### src/rtl/vga_sched_pkg.sv
// Shared types and constants for the VGA stream scheduler: state encoding,
// default raster timing, RGB565->RGB888 expansion and the colour-bar table.
package vga_sched_pkg;

  typedef enum logic [2:0] {
    ST_IDLE    = 3'd0,
    ST_STARTUP = 3'd1,
    ST_ARM     = 3'd2,
    ST_STREAM  = 3'd3,
    ST_RESYNC  = 3'd4
  } sched_state_e;

  localparam int          H_ACTIVE_DEF        = 640;
  localparam int          V_ACTIVE_DEF        = 480;
  localparam int          H_START_DEF         = 1;
  localparam int          STARTUP_FRAMES_DEF  = 2;
  localparam int          UNDERFLOW_LIMIT_DEF = 16;
  localparam logic [23:0] UNDERFLOW_COLOR_DEF = 24'hFF0000;

  // Index 0 is the leftmost bar: white, yellow, cyan, green, magenta, red, blue, black.
  localparam logic [7:0][23:0] BAR_COLOR = {
    24'h000000, 24'h0000FF, 24'hFF0000, 24'hFF00FF,
    24'h00FF00, 24'h00FFFF, 24'hFFFF00, 24'hFFFFFF
  };

  function automatic logic [23:0] rgb565_to_888(input logic [15:0] d);
    return {d[15:11], 3'b000, d[10:5], 2'b00, d[4:0], 3'b000};
  endfunction

endpackage

### src/rtl/vga_stream_scheduler_if.sv
// FIFO read port plus registered pixel stream between the scheduler (master)
// and the FIFO / HDMI encoder side (slave).
interface vga_stream_scheduler_if;
  logic        fifo_empty;
  logic [15:0] fifo_data;
  logic        fifo_rd_en;
  logic [23:0] rgb888;
  logic        pixel_valid;

  modport master (input fifo_empty, fifo_data, output fifo_rd_en, rgb888, pixel_valid);
  modport slave  (output fifo_empty, fifo_data, input fifo_rd_en, rgb888, pixel_valid);
endinterface

### src/rtl/vga_sched_pixel_pipe.sv
// Registered output stage: converted FIFO word, underflow fill or colour bar,
// one cycle after the strobe that selects it.
module vga_sched_pixel_pipe
  import vga_sched_pkg::*;
#(
  parameter logic [23:0] UNDERFLOW_COLOR = UNDERFLOW_COLOR_DEF
) (
  input  logic        clock25,
  input  logic        resetn,
  input  logic        load,
  input  logic        underflow,
  input  logic        pattern,
  input  logic [2:0]  bar_idx,
  input  logic [15:0] fifo_data,
  output logic [23:0] rgb888,
  output logic        pixel_valid
);
  logic [23:0] rgb_d, rgb_q;
  logic        vld_d, vld_q;

  always_comb begin
    rgb_d = '0;
    vld_d = 1'b0;
    if (load) begin
      rgb_d = rgb565_to_888(fifo_data);
      vld_d = 1'b1;
    end else if (underflow) begin
      rgb_d = UNDERFLOW_COLOR;
      vld_d = 1'b1;
    end else if (pattern) begin
      rgb_d = BAR_COLOR[bar_idx];
      vld_d = 1'b1;
    end
  end

  always_ff @(posedge clock25 or negedge resetn) begin
    if (!resetn) begin
      rgb_q <= '0;
      vld_q <= 1'b0;
    end else begin
      rgb_q <= rgb_d;
      vld_q <= vld_d;
    end
  end

  assign rgb888      = rgb_q;
  assign pixel_valid = vld_q;
endmodule

### src/rtl/vga_stream_scheduler.sv
// Paces RGB565 FIFO reads against the VGA raster: start-up delay, frame-aligned
// start, underflow fill, camera resync. VGA_SCHED_TEST_PATTERN_EN adds a colour-bar source.
module vga_stream_scheduler
  import vga_sched_pkg::*;
#(
  parameter int          H_ACTIVE        = H_ACTIVE_DEF,
  parameter int          V_ACTIVE        = V_ACTIVE_DEF,
  parameter int          H_START         = H_START_DEF,
  parameter int          STARTUP_FRAMES  = STARTUP_FRAMES_DEF,
  parameter int          UNDERFLOW_LIMIT = UNDERFLOW_LIMIT_DEF,
  parameter logic [23:0] UNDERFLOW_COLOR = UNDERFLOW_COLOR_DEF
) (
  input  logic                   clock25,
  input  logic                   resetn,
  input  logic [9:0]             pixel_x,
  input  logic [9:0]             pixel_y,
  input  logic                   enable,
  input  logic                   cam_frame_start,
`ifdef VGA_SCHED_TEST_PATTERN_EN
  input  logic                   pattern_sel,
`endif
  vga_stream_scheduler_if.master bus,
  output logic [2:0]             sched_state,
  output logic [15:0]            underflow_cnt,
  output logic [7:0]             resync_cnt
);
  localparam logic [9:0]  X_LO     = 10'(H_START);
  localparam logic [9:0]  X_HI     = 10'(H_START + H_ACTIVE - 1);
  localparam logic [9:0]  Y_HI     = 10'(V_ACTIVE);
  localparam logic [7:0]  SU_LAST  = 8'(STARTUP_FRAMES - 1);
  localparam logic [15:0] UF_LIMIT = 16'(UNDERFLOW_LIMIT);

  sched_state_e state_q, state_d;
  logic [7:0]   frame_cnt_q, frame_cnt_d;
  logic [15:0]  frame_uf_q, frame_uf_d;
  logic [15:0]  uf_cnt_q, uf_cnt_d;
  logic [7:0]   rs_cnt_q, rs_cnt_d;
  logic         fb, vis, stream, pat_mode, pop_px, uf_px, pat_px, drain;
  logic [2:0]   bar_idx;

  assign fb  = (pixel_x == '0) && (pixel_y == '0);
  assign vis = (pixel_y < Y_HI) && (pixel_x >= X_LO) && (pixel_x <= X_HI);

`ifdef VGA_SCHED_TEST_PATTERN_EN
  assign pat_mode = pattern_sel;
  assign bar_idx  = 3'((pixel_x - X_LO) >> 6);
`else
  assign pat_mode = 1'b0;
  assign bar_idx  = 3'd0;
`endif

  // enable gates every strobe so a disable stops reads in the same cycle.
  assign stream = enable && (state_q == ST_STREAM) && vis;
  assign pop_px = stream && !pat_mode && !bus.fifo_empty;
  assign uf_px  = stream && !pat_mode && bus.fifo_empty;
  assign pat_px = stream && pat_mode;
  assign drain  = enable && (state_q == ST_RESYNC) && !bus.fifo_empty && !cam_frame_start;

  assign bus.fifo_rd_en = pop_px || drain;

  always_comb begin
    state_d     = state_q;
    frame_cnt_d = frame_cnt_q;
    frame_uf_d  = frame_uf_q;
    uf_cnt_d    = uf_cnt_q;
    rs_cnt_d    = rs_cnt_q;
    if (uf_px) begin
      if (!(&uf_cnt_q))   uf_cnt_d   = uf_cnt_q + 16'd1;
      if (!(&frame_uf_q)) frame_uf_d = frame_uf_q + 16'd1;
    end
    if (fb) frame_uf_d = '0;
    if (!enable) begin
      state_d = ST_IDLE;
    end else begin
      unique case (state_q)
        ST_IDLE:    state_d = ST_ARM;
        ST_STARTUP: if (fb) begin
                      if (frame_cnt_q == SU_LAST) state_d = ST_ARM;
                      else frame_cnt_d = frame_cnt_q + 8'd1;
                    end
        ST_ARM:     if (fb && !bus.fifo_empty) state_d = ST_STREAM;
        ST_STREAM:  if (fb && frame_uf_q >= UF_LIMIT) begin
                      state_d = ST_RESYNC;
                      if (!(&rs_cnt_q)) rs_cnt_d = rs_cnt_q + 8'd1;
                    end
        ST_RESYNC:  if (cam_frame_start) state_d = ST_ARM;
        default:    state_d = ST_STARTUP;
      endcase
    end
  end

  always_ff @(posedge clock25 or negedge resetn) begin
    if (!resetn) begin
      state_q     <= ST_STARTUP;
      frame_cnt_q <= '0;
      frame_uf_q  <= '0;
      uf_cnt_q    <= '0;
      rs_cnt_q    <= '0;
    end else begin
      state_q     <= state_d;
      frame_cnt_q <= frame_cnt_d;
      frame_uf_q  <= frame_uf_d;
      uf_cnt_q    <= uf_cnt_d;
      rs_cnt_q    <= rs_cnt_d;
    end
  end

  vga_sched_pixel_pipe #(.UNDERFLOW_COLOR(UNDERFLOW_COLOR)) u_pipe (
    .clock25     (clock25),
    .resetn      (resetn),
    .load        (pop_px),
    .underflow   (uf_px),
    .pattern     (pat_px),
    .bar_idx     (bar_idx),
    .fifo_data   (bus.fifo_data),
    .rgb888      (bus.rgb888),
    .pixel_valid (bus.pixel_valid)
  );

  assign sched_state   = state_q;
  assign underflow_cnt = uf_cnt_q;
  assign resync_cnt    = rs_cnt_q;
endmodule
### src/flat_wrapper.sv
// flat-port wrapper written by rule: the top's interface ports become plain ports
module vga_stream_scheduler_flat import vga_sched_pkg::*;
#(
  parameter int          H_ACTIVE        = H_ACTIVE_DEF,
  parameter int          V_ACTIVE        = V_ACTIVE_DEF,
  parameter int          H_START         = H_START_DEF,
  parameter int          STARTUP_FRAMES  = STARTUP_FRAMES_DEF,
  parameter int          UNDERFLOW_LIMIT = UNDERFLOW_LIMIT_DEF,
  parameter logic [23:0] UNDERFLOW_COLOR = UNDERFLOW_COLOR_DEF
)
  (clock25, resetn, pixel_x, pixel_y, enable, cam_frame_start, sched_state, underflow_cnt, resync_cnt, bus_fifo_empty, bus_fifo_data, bus_fifo_rd_en, bus_rgb888, bus_pixel_valid);
  vga_stream_scheduler_if bus_i ();
  input  logic clock25;
  input  logic resetn;
  input  logic [9:0] pixel_x;
  input  logic [9:0] pixel_y;
  input  logic enable;
  input  logic cam_frame_start;
  output logic [2:0] sched_state;
  output logic [15:0] underflow_cnt;
  output logic [7:0] resync_cnt;
  input wire logic [$bits(bus_i.fifo_empty)-1:0] bus_fifo_empty;
  input wire logic [$bits(bus_i.fifo_data)-1:0] bus_fifo_data;
  output wire logic [$bits(bus_i.fifo_rd_en)-1:0] bus_fifo_rd_en;
  output wire logic [$bits(bus_i.rgb888)-1:0] bus_rgb888;
  output wire logic [$bits(bus_i.pixel_valid)-1:0] bus_pixel_valid;
  assign bus_i.fifo_empty = bus_fifo_empty;
  assign bus_i.fifo_data = bus_fifo_data;
  assign bus_fifo_rd_en = bus_i.fifo_rd_en;
  assign bus_rgb888 = bus_i.rgb888;
  assign bus_pixel_valid = bus_i.pixel_valid;
  vga_stream_scheduler #(.H_ACTIVE(H_ACTIVE), .V_ACTIVE(V_ACTIVE), .H_START(H_START), .STARTUP_FRAMES(STARTUP_FRAMES), .UNDERFLOW_LIMIT(UNDERFLOW_LIMIT), .UNDERFLOW_COLOR(UNDERFLOW_COLOR)) u_core (.clock25(clock25), .resetn(resetn), .pixel_x(pixel_x), .pixel_y(pixel_y), .enable(enable), .cam_frame_start(cam_frame_start), .bus(bus_i), .sched_state(sched_state), .underflow_cnt(underflow_cnt), .resync_cnt(resync_cnt));
endmodule
### config.mk
export PLATFORM = sky130hd
export DESIGN_NAME = vga_stream_scheduler_flat
export DESIGN_NICKNAME = d
export VERILOG_FILES = /design/src/rtl/vga_sched_pkg.sv /design/src/rtl/vga_stream_scheduler_if.sv /design/src/rtl/vga_sched_pixel_pipe.sv /design/src/rtl/vga_stream_scheduler.sv /design/src/flat_wrapper.sv
export SDC_FILE = /design/constraint.sdc
export NUM_CORES = 1
export LEC_CHECK = 0
export ABC_CLOCK_PERIOD_IN_PS = 2400
export CORE_MARGIN = 2
export CORE_UTILIZATION = 48
export DETAILED_ROUTE_END_ITERATION = 12
export PLACE_DENSITY = 0.8
export SYNTH_ARGS = -nofsm -noshare
export SYNTH_HDL_FRONTEND = slang
export SYNTH_SLANG_ARGS = --single-unit
### constraint.sdc
create_clock -name clock25 -period 2.4 [get_ports clock25]
set_clock_uncertainty 0.1 [all_clocks]
set_input_delay 0.48 -clock clock25 [delete_from_list [all_inputs] [get_ports clock25]]
set_output_delay 0.48 -clock clock25 [all_outputs]
set_load 0.01 [all_outputs]
Yosys cells after proc, flatten, opt, wreduce, memory -nomap -nowiden. Cells that the tools add are included.

Output and inout bits: 53. Logic and storage cells: 70. Input bits: 41. Register bits after elaboration: 76.

$add $sub $neg: 4. Reduce and logical (&&, ||, !) cells: 27. Bitwise operators: 3. Eq/ne operators: 11. $lt $le $gt $ge: 4. Muxes and demuxes: 14.

Operator list (count): $mux W16 (3); $mux W24 (2); $add A16 B1 Y16 const B (2); $reduce_and A16 Y1 (2); $logic_not A10 Y1 (2); $mux W3 (6); $add A8 B1 Y8 const B (2); $ge A16 B5 Y1 const B (1); $pmux W3 S5 (1); $logic_and A1 B1 Y1 (12); $ge A10 B1 Y1 const B (1); $le A10 B10 Y1 const B (1); $lt A10 B9 Y1 const B (1); $ne A3 B2 Y1 const B (3); $eq A8 B1 Y1 const B (1); $reduce_and A4 Y1 (2); $reduce_and A8 Y1 (1); $eq A3 B2 Y1 const B (2); $ne A3 B3 Y1 const B (2); $reduce_and A5 Y1 (1); $reduce_and A2 Y1 (2); $eq A3 B1 Y1 const B (1); $eq A3 B3 Y1 const B (1); $logic_not A3 Y1 (1); 6 further kinds (10).

Logic depth before layout (Yosys ltp). Gate-level depths: netlist (run 1).

Word-level depth: 7. Depth in mapped cells: 8. Gate-level depth less buffers: 8.

By module. From an unflattened synthesis (run 1), not the netlist that was laid out.

Cell total of the unflattened synthesis: 349. Area, all modules: 3604.7 sq um.

Modules (own cells, without submodules): vga_stream_scheduler (instances 1, area an instance 2840.2 sq um, cells an instance 294); vga_sched_pixel_pipe (instances 1, area an instance 764.5 sq um, cells an instance 55).

Least setup slack after synthesis (run 1). OpenSTA, ideal clock, no wires.

Kind: input to output. Start point: input pixel_x[2]. End point: output bus_fifo_rd_en. Stages on the path: 5. Setup slack: 0.286 ns. Data arrival time: 1.534 ns. Cells stage by stage: nor4_4 -> a21boi_1 -> o21ai_4 -> nand2_1 -> a21oi_1.

Longest elaborated chain between the ends: 6. Elaborated cells between the ends (all ways): 7.

Ends and longest elaborated chain: start, declared (RTL line flat_wrapper.sv:15) `input logic [9:0] pixel_x;`; $ge A10 B1 Y1 (RTL line vga_stream_scheduler.sv:42) `assign vis = (pixel_y < Y_HI) && (pixel_x >= X_LO) && (pixel_x <= X_HI);`; $logic_and A1 B1 Y1 (RTL line vga_stream_scheduler.sv:42); $logic_and A1 B1 Y1 * (RTL line vga_stream_scheduler.sv:42); $logic_and A1 B1 Y1 * (RTL line vga_stream_scheduler.sv:53) `assign stream = enable && (state_q == ST_STREAM) && vis;`; $logic_and A1 B1 Y1 * (RTL line vga_stream_scheduler.sv:54) `assign pop_px = stream && !pat_mode && !bus.fifo_empty;`; $logic_or A1 B1 Y1 * (RTL line vga_stream_scheduler.sv:59) `assign bus.fifo_rd_en = pop_px || drain;`; end, declared (RTL line flat_wrapper.sv:24) `output wire logic [$bits(bus_i.fifo_rd_en)-1:0] bus_fifo_rd_en;`.

Mark *: on every way between the ends. The rest lies on a longest branch, timed or not.

Final worst setup path (run 1).
Start point: input pixel_x[9]. End point: output bus_fifo_rd_en.

The elaborated chain is that of the path after synthesis.

==> results.txt, run 1 <==
Total Nets Final -> 503
Reg area -> 1730 um^2
Max_cap viols -> 0
Largest net degree at the start of global routing -> 35
Crit. End Element -> output pin
Antenna-violating nets left -> 0
H-tree depth -> 3
Synth top area cells -> dfrtp_1, xor2_1, nor2_1, nand3_1, xnor2_1
Synth warn -> 0
Achievable Freq -> 429 MHz
Critical Path RT -> 1820 ps
Post-synth cell types -> 53
I/O Buffers -> 88
CP startpoint kind -> primary input
Crit path DAT -> 1750 ps
CP max FO -> 2
Vias per cell -> 5.29
Row count -> 30
Critical Path Slowest Stage Cell -> clkdlybuf4s50_1
Final slew viol count -> 0
CTS buffer count -> 9
Hold Vio Cnt, Final -> 0
Avg Cell Area, Syn -> 10.3 um^2
Synth Flop Type -> dfrtp_1
Sequential area share after synthesis -> 0.508
Starting DRT DRC Count -> 143
Vias in the first global route -> 2914
Starting density of the core -> 0.498
Post-Syn Instances -> 329
Die Wd -> 88.2 um
Power Density -> 535 nW/um^2
CTS max path bufs -> 2
Clk Latency, worst-skew pair -> 340 ps
Worst slew pin tran -> 765 ps
Footprint of the multi-input gates -> 1600 um^2
Clk root buf -> clkbuf_8
Delay of the slowest cell on the worst path -> 480 ps
CTS clock-pin slew for the worst setup and hold paths -> 80 ps
Post-route insts no fill -> 557
Share of cells above drive strength 1 -> 0.180
Die height -> 88.2 um
DRT Pass-1 Iters -> 4
First-pass GRT wire length -> 13200 um
Post-synth EDFFs -> 0
Commonest cells in the netlist -> dfrtp_1, nor2_1, nand3_1
Initial antenna violation count -> 0
Yosys top cell area share -> 0.500
Power Total -> 0.00258 W
Synth Cell Area -> 3400 um^2
Gr usage total -> 0.216
Delay-heaviest family, CP -> buffers and inverters
Busiest layer in global routing -> met2
Slew margin rel. -> 0.490
M1 GR Usage -> 0.286
Detailed placement HPWL -> 5970 um
CP Buf/Inv Count -> 2
DRC violations left -> 0
Fillers -> 532
Period utilization -> 0.971
Post-Route WL -> 8100 um
Num Clock Sinks -> 69
Number of diodes -> 0
Hold Path Class -> primary input to asynchronous set/reset pin
Setup violators final -> 0
Post-synth top area cell -> dfrtp_1
Minimum clock period -> 2330 ps
Die area -> 7780 um^2
Async S/R FF share, synth -> 1.00
Vias -> 2946
Worst VDD drop -> 317 uV
Met3 GRT Util -> 0.0537
Pleak -> 2.19 nW
Post-CTS Setup Bufs -> 0
Crit Path Category -> primary input to output pin
Placed insts -> 541
Outcome -> completed
Area grow syn2layout -> 41.7%
TritonCTS clock tree -> done
Worst path cell trace -> clkdlybuf4s50_1 > nor3_2 > nand3_4 > and3_4 > nand2_2 > a21oi_1 > buf_2
Core area -> 6830 um^2
Met2 Track Usage GR -> 0.351
RD Place Congestion -> 0.827
Total gr overflow -> 0
WL per Instance -> 14.5 um
Ports -> 94
Register bit count reported by yosys -> 69
Count leader, synth -> dfrtp_1
report_power, final:
group          internal (W)  switching (W)
logic              0.000265       0.000211
clock network      0.000373       0.000454
registers           0.00122      0.0000554
total               0.00186       0.000721
repair_timing:
item	in CTS	in global routing
resized for setup	9	7
hold buffers	0	0
pin swaps	2	1
endpoints found under the setup margin	4	4
final timing paths:
| check | start | to | slack (ps) | depth (start not counted) |
|---|---|---|---|---|
| hold reg to reg | u_core.frame_cnt_q[7]$_DFFE_PN0P_ | u_core.frame_cnt_q[7]$_DFFE_PN0P_ | 370 | 1 |
| setup / recovery | pixel_x[9] | bus_fifo_rd_en | 70 | 7 |
| setup reg to reg | u_core.underflow_cnt[3]$_DFFE_PN0P_ | u_core.underflow_cnt[1]$_DFFE_PN0P_ | 200 | 6 |
| hold / removal | resetn | u_core.resync_cnt[7]$_DFFE_PN0P_ | 100 | 1 |
| min in group clock25 | u_core.frame_cnt_q[7]$_DFFE_PN0P_ | u_core.frame_cnt_q[7]$_DFFE_PN0P_ | 370 | 1 |
| max in group asynchronous | resetn | u_core.u_pipe.rgb888[13]$_DFF_PN0_ | 1430 | 2 |
per-stage QoR:
stage	utilization	hold slack [ps]	TNS, ps	worst slack (ps)	area [um^2]
CTS	0.701	112	0	29.4	4790
finish	0.706	104	0	69.9	4820
detailed placement	0.677	360	-12930	-501	4620
global placement	0.677	361	-9760	-462	4620
floorplan	-	84.4	0	286	3420
global route	0.706	146	-18.6	-18.6	4820
cells by family after synthesis:
family	count (synthesis)	share of synthesized area
other	1	0.00110
adder cells (fa/ha/maj)	6	0.0221
AND/OR/NAND/NOR	155	0.262
AO/OA/AOI/OAI	41	0.0824
flip-flops	69	0.508
multiplexers	5	0.0162
buffers and inverters	24	0.0368
XOR/XNOR	28	0.0721
cell usage in the layout, fill, tap and decap left out, types with 10 or more instances in the layout:
master,synthesis,layout
inv_1,10,10
xnor2_1,10,10
buf_4,8,37
xor2_1,18,18
nand4_1,11,11
nor3_1,13,11
dfrtp_1,68,68
clkdlybuf4s50_1,0,81
and2_1,11,11
nand3_1,23,23
nand2_1,21,20
nor2_1,33,33
cell type report:
class,count,share of cell area
clock buffer,10,0.0265
tap,96,0.0249
inverter,10,0.00778
clock inverter,6,0.00804
sequential,69,0.358
multi-input combinational,240,0.332
timing repair buffer,126,0.243
flip-flops by register name (all words and copies together), names as in the netlist:
name and flops:
u_core.frame_cnt_q 8, u_core.u_pipe.pixel_valid 1, u_core.resync_cnt 8, u_core.underflow_cnt 16
u_core.sched_state 3, u_core.frame_uf_q 16, u_core.u_pipe.rgb888 17
layer usage:
metal | vias to the layer above | share of wire
li1 | 1422 | -
met1 | 1420 | 0.44
met2 | 95 | 0.49
met3 | 9 | 0.058
met4 | 0 | 0.011
met5 | - | 0
worst register-to-register path: stages, from the launching register on:
cell     delay [ps]
dfrtp_1         440
and4_1          290
nand3_1         180
or3_1           400
nand4_1         100
buf_4           200
mux2_2          360
Power figures use the tool's default switching activity.
==> run 2: changes to the inputs <==
--- a/config.mk
+++ b/config.mk
@@ -8,6 +8,7 @@
 export ABC_CLOCK_PERIOD_IN_PS = 2400
 export CORE_MARGIN = 2
 export CORE_UTILIZATION = 48
+export CTS_CLUSTER_DIAMETER = 60
 export DETAILED_ROUTE_END_ITERATION = 12
 export PLACE_DENSITY = 0.8
 export SYNTH_ARGS = -nofsm -noshare
==> results of run 2 <==
No change in the layout: final DEF, timing and power equal those of run 1.
==> run 3: changes to the inputs <==
--- a/config.mk
+++ b/config.mk
@@ -6,11 +6,14 @@
 export NUM_CORES = 1
 export LEC_CHECK = 0
 export ABC_CLOCK_PERIOD_IN_PS = 2400
+export CELL_PAD_IN_SITES_DETAIL_PLACEMENT = 1
+export CELL_PAD_IN_SITES_GLOBAL_PLACEMENT = 1
 export CORE_MARGIN = 2
-export CORE_UTILIZATION = 48
+export CORE_UTILIZATION = 37
 export CTS_CLUSTER_DIAMETER = 60
 export DETAILED_ROUTE_END_ITERATION = 12
-export PLACE_DENSITY = 0.8
+export PLACE_DENSITY = 0.81
+export SKIP_LAST_GASP = 1
 export SYNTH_ARGS = -nofsm -noshare
 export SYNTH_HDL_FRONTEND = slang
 export SYNTH_SLANG_ARGS = --single-unit
==> run 3 against run 2 <==
Against the previous run: register-to-register slack got worse by 90 ps; setup slack got worse by 67 ps; hold slack lost 54 ps; count of clock-buffer cells in the layout is the same; global-route usage decreased by 0.35 points; via count grew 2.9%; sequential share of layout area is 1.2 points lower; critical path type unchanged; largest power group unchanged; highest routed layer unchanged.
==> results.txt, run 3 (synthesized netlist as in run 1, its figures left out) <==
Vias per cell -> 5.26
CP max FO -> 2
Crit Path Category -> primary input to output pin
Starting DRT DRC Count -> 102
Worst slew pin tran -> 647 ps
Die height -> 99.9 um
TritonCTS clock tree -> done
M1 GR Usage -> 0.252
Gr usage total -> 0.212
Crit path DAT -> 1820 ps
Critical Path RT -> 1820 ps
Unrepaired setup endpoints after global routing -> yes
Hold Vio Cnt, Final -> 0
Crit. End Element -> output pin
Met3 GRT Util -> 0.0355
Minimum clock period -> 2400 ps
Vias in the first global route -> 3271
Largest net degree at the start of global routing -> 27
WL per Instance -> 18.0 um
Layout Utilization -> 0.567
R2r setup slk -> 110 ps
Clk Latency, worst-skew pair -> 350 ps
Worst VDD drop -> 256 uV
Power Density -> 592 nW/um^2
Die area -> 9980 um^2
Antenna-violating nets left -> 0
Num Clock Sinks -> 69
Max_cap viols -> 0
Reg2reg end -> u_core.frame_uf_q[10]$_DFFE_PN0P_
Die Wd -> 99.9 um
Met2 Track Usage GR -> 0.395
Starting density of the core -> 0.386
CTS max path bufs -> 2
Max reg flops -> 17
DRT Pass-1 Iters -> 4
Number of diodes -> 0
Total gr overflow -> 0
Most frequent cells in the layout -> clkdlybuf4s50_1, dfrtp_1, buf_4, nor2_1, nand3_1
Slew margin rel. -> 0.569
CTS buffer count -> 9
RR Startpoint -> u_core.frame_uf_q[1]$_DFFE_PN0P_
I/O Buffers -> 88
Initial antenna violation count -> 0
Setup violators final -> 0
Period utilization -> 0.999
RD Place Congestion -> 0.782
Setup_tns -> 0 ps
Final slew viol count -> 0
Area grow syn2layout -> 46.8%
Achievable Freq -> 417 MHz
DRC violations left -> 0
Detailed placement HPWL -> 7490 um
FF-to-FF path depth -> 7
CP startpoint kind -> primary input
Ports -> 94
H-tree depth -> 3
Crit path to -> bus_fifo_rd_en
Core area -> 8810 um^2
Outcome -> completed
Most common cell after layout, fill and taps aside -> clkdlybuf4s50_1
Pleak -> 2.26 nW
Row count -> 34
Clk root buf -> clkbuf_8
Total Nets Final -> 510
Vias -> 3030
Share of cells above drive strength 1 -> 0.201
Crit path launch -> pixel_x[0]
CTS clock-pin slew for the worst setup and hold paths -> 80 ps
First-pass GRT wire length -> 16600 um
Hold Path Class -> primary input to asynchronous set/reset pin
Busiest layer in global routing -> met2
Post-Route WL -> 10400 um
[run 3: cell count changes in the layout (fill, tap and decap cells not counted), sizes merged]
cell          delta
dlygate4sd2      -1
bufinv           +3
buf              +7
inv              -2
dlymetal6s2s     +1
clkinv           -1
[run 3: how the worst min path moves through the flow]
| stage | start | end | slack [ps] | cells after the start |
|---|---|---|---|---|
| 2_1_floorplan | resetn | u_core.frame_cnt_q[0]$_DFFE_PN0P_ | 80 | 0 |
| 3_3_place_gp | u_core.frame_cnt_q[7]$_DFFE_PN0P_ | u_core.frame_cnt_q[7]$_DFFE_PN0P_ | 360 | 1 |
| 3_5_place_dp | u_core.frame_cnt_q[7]$_DFFE_PN0P_ | u_core.frame_cnt_q[7]$_DFFE_PN0P_ | 370 | 1 |
| 4_1_cts | resetn | u_core.u_pipe.rgb888[13]$_DFF_PN0_ | 70 | 1 |
| 5_1_grt | resetn | u_core.u_pipe.rgb888[13]$_DFF_PN0_ | 80 | 1 |
| 6_report | resetn | u_core.u_pipe.rgb888[13]$_DFF_PN0_ | 50 | 1 |
[run 3: per-stage QoR]
stage                     total power (W)  instance area (um^2)  std cells  setup WS, ps  hold slack, ps
after CTS                         0.00297                  4920        571         -66.8            67.0
after detailed placement          0.00181                  4680        555          -508             375
after global placement            0.00178                  4680        555          -467             362
after floorplan                   0.00149                  3420        333           286            84.4
final                             0.00295                  4990        576          3.15            50.0
after global routing              0.00309                  4990        576         -58.8            76.3
[run 3: report_power, final]
part           internal [W]  total, W  leakage [nW]  switching, W
sequential          0.00122   0.00127         0.936     0.0000456
combinational      0.000279  0.000528          1.21      0.000250
clock              0.000691   0.00116         0.116      0.000467
[run 3: cell type report]
cell class | count | area, um^2
Fill cell | 978 | 3810
Timing Repair Buffer | 133 | 1250
Tap cell | 108 | 135
Sequential cell | 69 | 1730
Multi-Input combinational cell | 240 | 1600
Clock buffer | 10 | 128
Clock inverter | 6 | 111
Inverter | 10 | 41.3
[run 3: timing repair]
action | 4_1_cts | 5_1_grt
pin swaps | 1 | 5
setup buffers | 0 | 5
cloned | 0 | 0
resized for setup | 8 | 12
hold buffers | 0 | 0
setup endpoints to repair | 14 | 20
[run 3: worst max-delay path, cell delays in order]
cell	delay [ps]
clkdlybuf4s50_1	440
nor3_2	210
buf_4	150
nand3_2	80
and3_4	170
nand2_2	60
a21oi_1	60
buf_2	150
[run 3: metal layers]
metal | share of wire | vias up | wire (um)
li1 | - | 1434 | -
met1 | 0.41 | 1543 | 4300
met2 | 0.55 | 41 | 5680
met3 | 0.026 | 12 | 269
met4 | 0.012 | 0 | 129
met5 | 0 | - | 0
